<file path="src/rtl/uart_pkg.sv">
// Shared UART definitions: FSM state codes, frame constants and defaults.
package uart_pkg;

    localparam int unsigned STATE_W = 2;

    localparam logic [STATE_W-1:0] ST_IDLE  = 2'd0;
    localparam logic [STATE_W-1:0] ST_START = 2'd1;
    localparam logic [STATE_W-1:0] ST_DATA  = 2'd2;
    localparam logic [STATE_W-1:0] ST_STOP  = 2'd3;

    localparam int unsigned DATA_BITS  = 8;
    localparam logic        STOP_LEVEL = 1'b1;

    // 50 MHz / 115200 baud
    localparam int unsigned DEFAULT_CLKS_PER_BIT = 434;
    localparam int unsigned DEFAULT_DEPTH_LOG2   = 4;

    // A completed byte waiting to enter the FIFO
    typedef struct packed {
        logic                 valid;
        logic [DATA_BITS-1:0] data;
    } rx_byte_t;

    // Serial data arrives LSB first: new bit enters at the top, older bits move down
    function automatic logic [DATA_BITS-1:0] shift_in_lsb_first(
        input logic [DATA_BITS-1:0] cur,
        input logic                 bit_in
    );
        return {bit_in, cur[DATA_BITS-1:1]};
    endfunction

endpackage

</file>
<file path="src/rtl/byte_fifo.sv">
// Show-ahead circular byte FIFO with occupancy count; push into a full FIFO
// is only taken when a pop frees a slot in the same cycle.
module byte_fifo #(
    parameter int unsigned DEPTH_LOG2 = 4,
    parameter int unsigned DATA_W     = 8
) (
    input  logic                clk,
    input  logic                rst_n,
    input  logic                i_push,
    input  logic [DATA_W-1:0]   i_wdata,
    input  logic                i_pop,
    output logic [DATA_W-1:0]   o_rdata,
    output logic                o_full,
    output logic                o_empty,
    output logic [DEPTH_LOG2:0] o_count
);

    localparam int unsigned DEPTH = 2 ** DEPTH_LOG2;
    localparam int unsigned CNT_W = DEPTH_LOG2 + 1;

    logic [DATA_W-1:0]     r_mem [DEPTH];
    logic [DEPTH_LOG2-1:0] r_wr_ptr;
    logic [DEPTH_LOG2-1:0] r_rd_ptr;
    logic [CNT_W-1:0]      r_count;

    logic w_pop;
    logic w_push;

    assign o_empty = (r_count == '0);
    assign o_full  = (r_count == CNT_W'(DEPTH));
    assign o_count = r_count;
    assign w_pop   = i_pop && !o_empty;
    assign w_push  = i_push && (!o_full || w_pop);
    assign o_rdata = o_empty ? '0 : r_mem[r_rd_ptr];

    // Storage array; contents are don't-care until written
    always_ff @(posedge clk) begin
        if (w_push) begin
            r_mem[r_wr_ptr] <= i_wdata;
        end
    end

    // Pointers wrap naturally at the power-of-two depth; count tracks occupancy
    always_ff @(posedge clk or negedge rst_n) begin
        if (!rst_n) begin
            r_wr_ptr <= '0;
            r_rd_ptr <= '0;
            r_count  <= '0;
        end else begin
            if (w_push) begin
                r_wr_ptr <= r_wr_ptr + DEPTH_LOG2'(1);
            end
            if (w_pop) begin
                r_rd_ptr <= r_rd_ptr + DEPTH_LOG2'(1);
            end
            if (w_push && !w_pop) begin
                r_count <= r_count + CNT_W'(1);
            end else if (!w_push && w_pop) begin
                r_count <= r_count - CNT_W'(1);
            end
        end
    end

endmodule

</file>
<file path="src/rtl/uart_rx_fifo.sv">
// UART receive path: 8N1 deserialiser feeding a show-ahead byte FIFO read by the core.
module uart_rx_fifo
    import uart_pkg::*;
#(
    parameter int unsigned CLKS_PER_BIT = DEFAULT_CLKS_PER_BIT,
    parameter int unsigned DEPTH_LOG2   = DEFAULT_DEPTH_LOG2
) (
    input  logic                 clk,
    input  logic                 rst_n,
    input  logic                 rxd,
    input  logic                 uart_rdreq,
    output logic                 uart_empty,
    output logic [7:0]           uart_in,
    output logic [DEPTH_LOG2:0]  rx_count,
    output logic                 framing_err,
    output logic                 overrun
);

    localparam int unsigned CNT_W = $clog2(CLKS_PER_BIT);
    localparam int unsigned BIT_W = $clog2(DATA_BITS);

    localparam logic [CNT_W-1:0] HALF_CNT = CNT_W'(CLKS_PER_BIT / 2 - 1);
    localparam logic [CNT_W-1:0] FULL_CNT = CNT_W'(CLKS_PER_BIT - 1);
    localparam logic [BIT_W-1:0] LAST_BIT = BIT_W'(DATA_BITS - 1);

    logic                 r_sync1;
    logic                 r_rxs;
    logic [STATE_W-1:0]   r_state;
    logic [CNT_W-1:0]     r_cnt;
    logic [BIT_W-1:0]     r_bit_idx;
    logic [DATA_BITS-1:0] r_shift;
    rx_byte_t             r_push;
    logic                 r_ferr;
    logic                 r_overrun;

    logic [STATE_W-1:0]   w_state_nxt;
    logic [CNT_W-1:0]     w_cnt_nxt;
    logic [BIT_W-1:0]     w_bit_nxt;
    logic [DATA_BITS-1:0] w_shift_nxt;
    rx_byte_t             w_push_nxt;
    logic                 w_ferr_nxt;
    logic                 w_full;
    logic                 w_overrun_c;

    // Two-flop synchroniser for the asynchronous serial line, idles high
    always_ff @(posedge clk or negedge rst_n) begin
        if (!rst_n) begin
            r_sync1 <= 1'b1;
            r_rxs   <= 1'b1;
        end else begin
            r_sync1 <= rxd;
            r_rxs   <= r_sync1;
        end
    end

    // Deserialiser state registers
    always_ff @(posedge clk or negedge rst_n) begin
        if (!rst_n) begin
            r_state   <= ST_IDLE;
            r_cnt     <= '0;
            r_bit_idx <= '0;
            r_shift   <= '0;
            r_push    <= '0;
            r_ferr    <= 1'b0;
        end else begin
            r_state   <= w_state_nxt;
            r_cnt     <= w_cnt_nxt;
            r_bit_idx <= w_bit_nxt;
            r_shift   <= w_shift_nxt;
            r_push    <= w_push_nxt;
            r_ferr    <= w_ferr_nxt;
        end
    end

    // Frame sequencing: find start edge, confirm at mid start bit, sample mid-bit thereafter
    always_comb begin
        w_state_nxt = r_state;
        w_cnt_nxt   = r_cnt;
        w_bit_nxt   = r_bit_idx;
        w_shift_nxt = r_shift;
        w_push_nxt  = '0;
        w_ferr_nxt  = 1'b0;

        case (r_state)
            ST_IDLE: begin
                if (!r_rxs) begin
                    w_state_nxt = ST_START;
                    w_cnt_nxt   = '0;
                end
            end
            ST_START: begin
                if (r_cnt == HALF_CNT) begin
                    w_cnt_nxt = '0;
                    if (!r_rxs) begin
                        w_state_nxt = ST_DATA;
                        w_bit_nxt   = '0;
                    end else begin
                        w_state_nxt = ST_IDLE;
                    end
                end else begin
                    w_cnt_nxt = r_cnt + CNT_W'(1);
                end
            end
            ST_DATA: begin
                if (r_cnt == FULL_CNT) begin
                    w_cnt_nxt   = '0;
                    w_shift_nxt = shift_in_lsb_first(r_shift, r_rxs);
                    if (r_bit_idx == LAST_BIT) begin
                        w_state_nxt = ST_STOP;
                    end else begin
                        w_bit_nxt = r_bit_idx + BIT_W'(1);
                    end
                end else begin
                    w_cnt_nxt = r_cnt + CNT_W'(1);
                end
            end
            ST_STOP: begin
                if (r_cnt == FULL_CNT) begin
                    w_cnt_nxt   = '0;
                    w_state_nxt = ST_IDLE;
                    if (r_rxs == STOP_LEVEL) begin
                        w_push_nxt.valid = 1'b1;
                        w_push_nxt.data  = r_shift;
                    end else begin
                        w_ferr_nxt = 1'b1;
                    end
                end else begin
                    w_cnt_nxt = r_cnt + CNT_W'(1);
                end
            end
            default: begin
                w_state_nxt = ST_IDLE;
            end
        endcase
    end

    // A completed byte is lost only when the FIFO is full and the core is not popping
    assign w_overrun_c = r_push.valid && w_full && !uart_rdreq;

    // One-cycle overrun pulse
    always_ff @(posedge clk or negedge rst_n) begin
        if (!rst_n) begin
            r_overrun <= 1'b0;
        end else begin
            r_overrun <= w_overrun_c;
        end
    end

    assign framing_err = r_ferr;
    assign overrun     = r_overrun;

    byte_fifo #(
        .DEPTH_LOG2 (DEPTH_LOG2),
        .DATA_W     (DATA_BITS)
    ) u_fifo (
        .clk     (clk),
        .rst_n   (rst_n),
        .i_push  (r_push.valid),
        .i_wdata (r_push.data),
        .i_pop   (uart_rdreq),
        .o_rdata (uart_in),
        .o_full  (w_full),
        .o_empty (uart_empty),
        .o_count (rx_count)
    );

endmodule

</file>
<file path="config.mk">
export PLATFORM = sky130hd
export DESIGN_NAME = uart_rx_fifo
export DESIGN_NICKNAME = d
export VERILOG_FILES = /design/src/rtl/uart_pkg.sv /design/src/rtl/byte_fifo.sv /design/src/rtl/uart_rx_fifo.sv
export SDC_FILE = /design/constraint.sdc
export NUM_CORES = 1
export LEC_CHECK = 0
export ABC_AREA = 1
export CAP_MARGIN = 40
export CORE_MARGIN = 5
export CORE_UTILIZATION = 25
export DETAILED_ROUTE_END_ITERATION = 8
export PLACE_DENSITY = 0.36
export RECOVER_POWER = 50
export SLEW_MARGIN = 20
export SYNTH_ARGS = -nofsm -noshare
export SYNTH_HDL_FRONTEND = slang
export SYNTH_SLANG_ARGS = --single-unit
export TNS_END_PERCENT = 5
</file>
<file path="constraint.sdc">
create_clock -name clk -period 2.47 [get_ports clk]
set_input_delay 0.247 -clock clk [delete_from_list [all_inputs] [get_ports clk]]
set_output_delay 0.247 -clock clk [all_outputs]
set_load 0.05 [all_outputs]
</file>
==> results of run 1 <==
logic make-up (layout without fill, tap and decap cells):
logic type	count (synthesis)	count (layout)	share of synthesized area
simple gates	397	397	0.228
buf+inv	78	136	0.0479
xor+xnor	10	10	0.0115
flops	176	176	0.660
compound gates	40	40	0.0268
fa+ha+maj	15	15	0.0255
what timing repair did:
action,CTS,global route
hold endpoints to repair,26,0
setup endpoints to repair,8,7
pin swaps,0,3
resized for setup,8,5
gates cloned,0,2
buffers inserted,0,3
hold buffers,1,0
cells in the final DEF, fill, tap and decap left out, types with 3 or more instances in the layout:
cell type,count
a21oi_1,5
a21oi_2,9
buf_12,13
buf_4,25
clkbuf_16,19
clkdlybuf4s50_1,8
clkinv_1,3
clkinv_8,3
dfrtp_1,41
dfrtp_2,5
edfxtp_1,128
ha_1,12
inv_1,39
inv_2,6
inv_6,4
inv_8,6
nand2_1,221
nand2_2,8
nand3_1,111
nor2_1,28
nor2_4,3
nor3_1,16
o21ai_0,12
o21ai_1,12
xor2_1,8
layer usage:
metal	vias up	global-route usage	wire [um]
li1	2515	-	-
met4	0	0.0264	153
met5	-	0	0
met2	66	0.187	9140
met3	10	0.0230	543
met1	2388	0.160	9360
final cells by class:
class | count | area (um2)
sequential | 176 | 5050
fill | 3129 | 21100
clock buffer | 18 | 429
inverter | 50 | 196
timing repair buffer | 54 | 662
multi-input combinational | 462 | 2290
clock inverter | 14 | 158
tap | 396 | 495
metrics by stage:
step | instances | setup slack (ns) | utilization
after CTS | 1164 | 0.0126 | 0.301
after global placement | 1131 | 0.169 | 0.281
after global routing | 1170 | -0.00420 | 0.305
after floorplan | 716 | 0.0348 | -
after detailed placement | 1131 | 0.113 | 0.281
final | 1170 | 0.126 | 0.305
sequential cells by signal, indices dropped and copies added, names as in the netlist, named ones only:
| register | flops |
|---|---|
| r_push | 9 |
| r_shift | 8 |
| u_fifo.r_rd_ptr | 4 |
| u_fifo.r_wr_ptr | 4 |
| u_fifo.r_mem | 128 |
| r_rxs | 1 |
| r_sync1 | 1 |
| r_state | 1 |
| u_fifo.o_count | 5 |
| r_cnt | 9 |
| overrun | 1 |
| framing_err | 1 |
| r_bit_idx | 3 |
worst paths after layout:
| path | cells after the start | slack [ns] | end |
|---|---|---|---|
| worst max-delay path | 9 | 0.13 | uart_in[6] |
| worst min-delay path | 0 | 0.36 | r_rxs |
| worst max register to register | 16 | 0.23 | u_fifo.o_count[4] |
| worst min register to register | 0 | 0.36 | r_rxs |
| max in group asynchronous | 4 | 0.94 | r_push[3] |
| min in group asynchronous | 2 | 0.41 | asynchronous set/reset pin |
power groups by stage:
stage / sequential, uW / clock, uW / combinational [uW]
after floorplan: 3200 / 0 / 1.54
after global placement: 3200 / 0 / 24.7
after detailed placement: 3200 / 0 / 25.8
after CTS: 3140 / 2760 / 27.0
after global routing: 3140 / 2880 / 34.5
final: 3140 / 2660 / 29.1
==> impl_metrics.csv, run 1 <==
group,metric,value,unit
status,status,"finished clean",
setup_path,regToRegStartpoint,"u_fifo.o_count[2]",
global_route,grtUsageTotal,0.115,
clocking,cts.sink_count,176,
clocking,clk_latency,0.43,ns
clocking,cts_root_buf,"clkbuf_16",
synth,yosysWarnings,0,
setup_path,critical_path_buf_inv_count,3,
detailed_routing,routed-via-count,4979,
synth,synth_ff_type,"edfxtp_1",
power_and_ir_drop,p_leak,0.00376,uW
power_and_ir_drop,peakVddDrop,0.431,mV
finish,final_area,9290,um2
placement,port_buffers,19,
global_route,antenna_found_initial,0,
detailed_routing,first_pass_iters,4,
synth,synthArstFlopShare,0.273,
power_and_ir_drop,cellPowerDensity,628,nW/um2
floorplanning,dieArea,34200,um2
timing,clock-skew-final,0.0170,ns
setup_path,crit_chain,"buf_12 > clkbuf_16 > nand2_1 > nand3_1 > nand3_1 > nand2_1 > nand2_1 > a21oi_2 > buf_12",
setup_path,crit_fanout,33,
synth,syn_inst,716,
power_and_ir_drop,p_int,4510,uW
global_route,grt_pass1_wl,30000,um
synth,synth-edff-count,128,
timing,relSlewSlack,0.465,
timing,fin_crit_sh,0.949,
floorplanning,core,30400,um2
setup_path,cp-startpoint,"u_fifo.r_rd_ptr[0]",
placement,hpwl,12300,um
synth,synth_seq_cells,176,
power_and_ir_drop,seqPwrFrac,0.538,
finish,nNetsFinal,780,
power_and_ir_drop,p_total,5830,uW
global_route,overflow,0,
detailed_routing,routedWlPerCell,16.4,um
timing,grt_setup_unrepaired,"true",
synth,yosysMostFrequentCell,"nand2_1",
timing,post-route-min-period,2.34,ns
timing,hold_ws,0.359,ns
flow_run,cap_viol_max_count,0,
finish,layout-drive-gt1-share,0.152,
synth,synth_top_area_share,0.503,
setup_path,start_kind,"flop",
clocking,cts_tree,"built",
setup_path,endpoint_kind,"primary output",
synth,yosysTopAreaCell,"edfxtp_1",
timing,slew_violations,0,
floorplanning,start_util,0.251,
detailed_routing,drc,0,
timing,setup_viol,0,
floorplanning,ioPinCount,20,
timing,report.final.hold_viol_count,0,
clocking,clkTransAtPathRegs,0.08,ns
placement,place_area,8540,um2
floorplanning,die_h,185,um
power_and_ir_drop,clock_power_share,0.457,
synth,yosys-top-cells-area,"edfxtp_1 (50%), dfrtp_1 (15%), nand2_1 (11%)",
worst_hold_path,min_from,"r_sync1",
clocking,htree_num_levels,4,
setup_path,required,2.22,ns
clocking,clockBufferDepth,2,
detailed_routing,vias_per_cell,4.26,
synth,synth_area,7650,um2
finish,area_growth,21.5,%
power_and_ir_drop,combPwrFrac,0.005,
floorplanning,rows,64,
floorplanning,die_w,185,um
timing,max_freq,427,MHz
power_and_ir_drop,p_sw_frac,0.226,
synth,syn_avg_cell_area,10.7,um2
synth,yosys-top-cells-count,"nand2_1 (221), edfxtp_1 (128), nand3_1 (112)",
detailed_routing,postRouteAntennaNets,0,
power_and_ir_drop,p_sw,1320,uW
clocking,numCtsBuffers,17,
setup_path,path_class,"reg2out",
setup_path,crit_top_cell,"nand2_1",
detailed_routing,routed_wl,19200,um
timing,tightest_slew,0.802,ns
setup_path,cp_slowest_cell,"dfrtp_2",
global_route,grt_max_degree,67,
synth,ys_types,33,
setup_path,crit_arrival,2.10,ns
global_route,grt_pass1_vias,5044,
synth,ys_seq_area_frac,0.660,
timing,setup_tns,0,ns
placement,place.gp.congestion,0.771,
setup_path,critPathMaxStageDelay,0.49,ns
setup_path,crit_family,"buffers and inverters",
detailed_routing,drt_iter0_drc,289,
synth,syn_nets,735,
worst_hold_path,hp-class,"reg2reg",
finish,insertedDiodeCount,0,
Power figures use the tool's default switching activity.
==> inputs of run 2 (changes only) <==
clock period = 2.3 ns   (was 2.47 ns; I/O delays follow)
==> run 2 against run 1 <==
Total power rose by 7.8%; sequential power rose by 7.3%; global-route usage rose by 0.37 points; non-clock buffer count rose by 5; cell count rose by 0.43%; core utilization rose by 0.25 points; clock power rose by 8.6%; register-to-register slack got worse by 0.05 ns; sequential share of layout area fell by 0.46 points; die area did not move; critical path depth rose by 1; critical path type unchanged; highest routed layer unchanged.
==> impl_metrics.csv, run 2 (same netlist as run 1, synthesis figures left out) <==
group,metric,value,unit
worst_hold_path,hp-class,"in2reg",
detailed_routing,drc,0,
floorplanning,ioPinCount,20,
detailed_routing,routed-via-count,5099,
setup_path,crit_arrival,2.02,ns
clocking,htree_num_levels,4,
power_and_ir_drop,peakVddDrop,0.376,mV
global_route,grtUsageTotal,0.119,
clocking,numCtsBuffers,17,
global_route,grt_max_degree,49,
finish,top_register,"u_fifo.r_mem",
finish,insertedDiodeCount,0,
floorplanning,die_w,185,um
setup_path,endpoint_kind,"primary output",
floorplanning,core,30400,um2
global_route,grt_pass1_wl,30700,um
setup_path,start_kind,"flop",
floorplanning,start_util,0.251,
detailed_routing,postRouteAntennaNets,0,
finish,layout-drive-gt1-share,0.185,
finish,area_growth,22.5,%
timing,setup_viol,0,
worst_hold_path,min_from,"rxd",
setup_path,cp-startpoint,"u_fifo.r_rd_ptr[0]",
floorplanning,rows,64,
timing,max_freq,445,MHz
setup_path,required,2.07,ns
setup_path,regToRegStartpoint,"u_fifo.o_count[2]",
finish,nNetsFinal,785,
detailed_routing,vias_per_cell,4.34,
finish,largestRegisters,"u_fifo.r_mem (128), r_cnt (9), r_push (9)",
placement,hpwl,12400,um
finish,layout_commonest_cell,"nand2_1",
placement,place.gp.congestion,0.798,
flow_run,cap_viol_max_count,0,
timing,hold_ws,0.351,ns
power_and_ir_drop,p_leak,0.00377,uW
global_route,overflow,0,
power_and_ir_drop,cellPowerDensity,671,nW/um2
detailed_routing,drt_iter0_drc,399,
finish,final_area,9370,um2
timing,clock-skew-final,0.0181,ns
global_route,antenna_found_initial,0,
clocking,cts_root_buf,"clkbuf_16",
placement,place_area,8560,um2
finish,largest_reg_flops,128,
detailed_routing,first_pass_iters,7,
timing,fin_crit_sh,0.977,
timing,slew_violations,0,
global_route,grt_pass1_vias,5124,
placement,port_buffers,19,
timing,report.final.hold_viol_count,0,
timing,grt_setup_unrepaired,"true",
detailed_routing,routed_wl,19400,um
setup_path,crit_fanout,9,
detailed_routing,routedWlPerCell,16.5,um
setup_path,path_class,"reg2out",
timing,relSlewSlack,0.143,
floorplanning,die_h,185,um
power_and_ir_drop,p_total,6280,uW
clocking,clockBufferDepth,2,
clocking,clk_latency,0.44,ns
clocking,cts_tree,"built",
clocking,clkTransAtPathRegs,0.08,ns
timing,post-route-min-period,2.25,ns
timing,tightest_slew,1.29,ns
status,status,"finished clean",
finish,final_cell_mix,"nand2_1 (213), edfxtp_1 (128), nand3_1 (102), dfrtp_1 (42), inv_1 (38)",
floorplanning,dieArea,34200,um2
clocking,cts.sink_count,176,
run 2: cell types whose count changed in the layout (fill, tap and decap cells not counted), sizes merged:
cell | before | now
buf | 40 | 47
clkbuf | 22 | 20
run 2: worst paths after layout:
path	to	slack (ns)	cells past startpoint
max in group asynchronous	u_fifo.o_count[3]	0.74	3
min	r_sync1	0.35	1
max	uart_in[1]	0.05	10
min in group asynchronous	r_cnt[0]	0.69	3
max reg2reg	u_fifo.o_count[4]	0.18	16
min reg2reg	r_rxs	0.36	0
run 2: stage by stage:
stage          setup TNS (ns)  instances  setup WS (ns)  utilization
2_1_floorplan          -0.155        716        -0.0969            -
3_3_place_gp                0       1137          0.116        0.281
3_5_place_dp                0       1137         0.0509        0.281
4_1_cts                     0       1177       0.000645        0.308
5_1_grt                -0.400       1175        -0.0724        0.308
6_report                    0       1175         0.0529        0.308
run 2: cell type report:
type | count | area (um2)
clock inverter | 14 | 163
tap | 396 | 495
fill | 3143 | 21100
timing repair buffer | 59 | 649
sequential | 176 | 5050
inverter | 50 | 194
clock buffer | 18 | 429
multi-input combinational | 462 | 2380
run 2: layer usage:
| metal | GRT usage | up-vias | share of wire |
|---|---|---|---|
| li1 | - | 2516 | - |
| met1 | 0.167 | 2481 | 0.49 |
| met2 | 0.188 | 88 | 0.47 |
| met3 | 0.0234 | 14 | 0.032 |
| met4 | 0.0346 | 0 | 0.014 |
| met5 | 0 | - | 0 |
run 2: repair_timing:
| action | in CTS | in global routing |
|---|---|---|
| endpoints found under the setup margin | 8 | 9 |
| buffers inserted | 4 | 0 |
| endpoints found under the hold margin | 46 | 0 |
| cloned | 3 | 0 |
| gates resized for setup | 23 | 14 |
| hold buffers | 1 | 0 |
| pin swaps | 12 | 10 |
run 2: where the power goes:
part / total, uW / switching (uW) / leakage (uW) / internal (uW)
registers: 3370 / 2.01 / 0.00210 / 3370
clock network: 2890 / 1420 / 0.000289 / 1470
logic: 27.1 / 20.3 / 0.00138 / 6.87
total: 6280 / 1440 / 0.00377 / 4850
run 2: worst max-delay path, cell delays in order (launching register included):
cell,delay [ns]
dfrtp_2,0.47
clkinv_4,0.12
buf_12,0.11
buf_16,0.12
nand2_1,0.05
nand3_1,0.08
nand3_1,0.10
nand2_1,0.09
nand2_1,0.06
a21oi_2,0.20
buf_12,0.16
==> inputs of run 3 (changes only) <==
MAX_ROUTING_LAYER = met4   (was unset)
RECOVER_POWER = 25   (was 50)
clock period = 2.2 ns   (was 2.3 ns; I/O delays follow)
==> run 3 against run 2 <==
The run now ends with setup timing left; core utilization is 1.1 points higher; critical endpoint is now uart_in[7]; flip-flop and latch count did not move; wire length up 0.87%; die area stayed put; total power is 3.2% higher.
==> impl_metrics.csv, run 3 (same netlist as run 1, synthesis figures left out) <==
group,metric,value,unit
status,status,"finished with violations",
status,violations,"setup timing",
floorplanning,die_h,185,um
detailed_routing,routed_wl,19600,um
finish,layout_commonest_cell,"nand2_1",
global_route,grt_pass1_vias,5242,
detailed_routing,drt_iter0_drc,252,
floorplanning,die_w,185,um
finish,nFillCells,3113,
worst_hold_path,hp-class,"in2reg",
placement,place.gp.congestion,0.791,
placement,port_buffers,19,
clocking,cts.sink_count,176,
floorplanning,core,30400,um2
clocking,cts_root_buf,"clkbuf_16",
global_route,grt_max_degree,49,
power_and_ir_drop,peakVddDrop,0.467,mV
setup_path,crit_fanout,7,
finish,final_cell_mix,"nand2_1 (193), edfxtp_1 (128), nand3_1 (82), dfrtp_1 (40), inv_1 (38)",
floorplanning,rows,64,
detailed_routing,first_pass_iters,6,
timing,tightest_slew,1.26,ns
timing,report.final.hold_viol_count,0,
finish,nNetsFinal,790,
clocking,clkTransAtPathRegs,0.07,ns
setup_path,crit_arrival,2.02,ns
floorplanning,start_util,0.251,
timing,setup_viol,6,
clocking,cts_tree,"built",
setup_path,path_class,"reg2out",
finish,seqCellArea,5050,um2
floorplanning,dieArea,34200,um2
finish,area_growth,26.8,%
timing,relSlewSlack,0.159,
timing,post-route-min-period,2.24,ns
finish,insertedDiodeCount,0,
setup_path,required,1.98,ns
floorplanning,ioPinCount,20,
finish,layout-drive-gt1-share,0.245,
timing,max_freq,446,MHz
timing,setup_ws,-0.0405,ns
timing,fin_crit_sh,1.02,
finish,top_register,"u_fifo.r_mem",
timing,setup_tns,-0.159,ns
global_route,overflow,0,
power_and_ir_drop,p_leak,0.00392,uW
power_and_ir_drop,cellPowerDensity,669,nW/um2
timing,hold_ws,0.339,ns
finish,largest_reg_flops,128,
detailed_routing,routed-via-count,5063,
global_route,grt_pass1_wl,30500,um
detailed_routing,vias_per_cell,4.29,
clocking,htree_num_levels,4,
detailed_routing,drc,0,
flow_run,cap_viol_max_count,0,
clocking,clk_latency,0.43,ns
clocking,clockBufferDepth,2,
setup_path,endpoint_kind,"primary output",
global_route,grtUsageTotal,0.121,
timing,grt_setup_unrepaired,"true",
timing,slew_violations,0,
placement,place_ws,0.0232,ns
finish,largestRegisters,"u_fifo.r_mem (128), r_cnt (9), r_push (9)",
clocking,numCtsBuffers,17,
timing,clock-skew-final,0.0152,ns
power_and_ir_drop,p_total,6490,uW
setup_path,start_kind,"flop",
detailed_routing,routedWlPerCell,16.6,um
finish,multiInputGateArea,2580,um2
detailed_routing,postRouteAntennaNets,0,
placement,hpwl,12500,um
global_route,antenna_found_initial,0,
-- run 3: cell count changes in the layout (fill, tap and decap cells not counted), sizes merged --
cell	change
clkinvlp	+4
clkbuf	+1
buf	+3
inv	-3
clkinv	-1
-- run 3: layer usage --
metal | track usage | up-vias | part of all wire
met1 | 0.160 | 2478 | 0.50
met2 | 0.191 | 51 | 0.48
met4 | 0.0346 | 0 | 0.0084
li1 | - | 2528 | -
met3 | 0.0232 | 6 | 0.018
met5 | - | - | 0
-- run 3: final timing paths --
kind / to / from / cells after the start / slack [ns]
worst max register to register: u_fifo.o_count[4] / u_fifo.o_count[2] / 16 / 0.16
worst max-delay path: uart_in[7] / u_fifo.r_rd_ptr[0] / 10 / -0.04
worst min-delay path: r_sync1 / rxd / 1 / 0.34
max in group asynchronous: u_fifo.r_rd_ptr[0] / rst_n / 3 / 0.68
min in group asynchronous: r_cnt[0] / rst_n / 3 / 0.67
worst min register to register: r_rxs / r_sync1 / 0 / 0.36
-- run 3: area by class of cell --
class	count	share of cell area
timing repair buffer	64	0.0819
clock buffer	17	0.0439
inverter	50	0.0206
sequential	176	0.521
multi-input combinational	462	0.266
tap	396	0.0511
clock inverter	14	0.0154
-- run 3: power breakdown --
part	leakage [uW]	switching (uW)	total [uW]	internal, uW
registers	0.00210	2.26	3530	3520
logic	0.00155	20.7	27.8	7.18
clock network	0.000272	1430	2930	1510
-- run 3: worst max-delay path, stage by stage (launching register included) --
cell       delay (ns)
dfrtp_2          0.46
clkinv_4         0.12
buf_8            0.15
clkbuf_16        0.17
nand2_2          0.06
nand3_2          0.06
nand3_2          0.08
nand2_2          0.08
nand2_2          0.07
a21oi_4          0.19
buf_12           0.15
-- run 3: through the flow --
step / utilization / cell area [um2] / std cells
floorplan: - / 7700 / 716
global placement: 0.282 / 8580 / 1138
detailed placement: 0.282 / 8580 / 1138
CTS: 0.309 / 9410 / 1176
global route: 0.319 / 9700 / 1179
finish: 0.319 / 9700 / 1179
-- run 3: what timing repair did --
| action | CTS | global route |
|---|---|---|
| hold endpoints to repair | 46 | 0 |
| gates cloned | 3 | 3 |
| setup buffers | 3 | 0 |
| hold buffers | 1 | 0 |
| pin swaps | 16 | 21 |
| gates resized for setup | 37 | 53 |
| setup endpoints to repair | 8 | 9 |
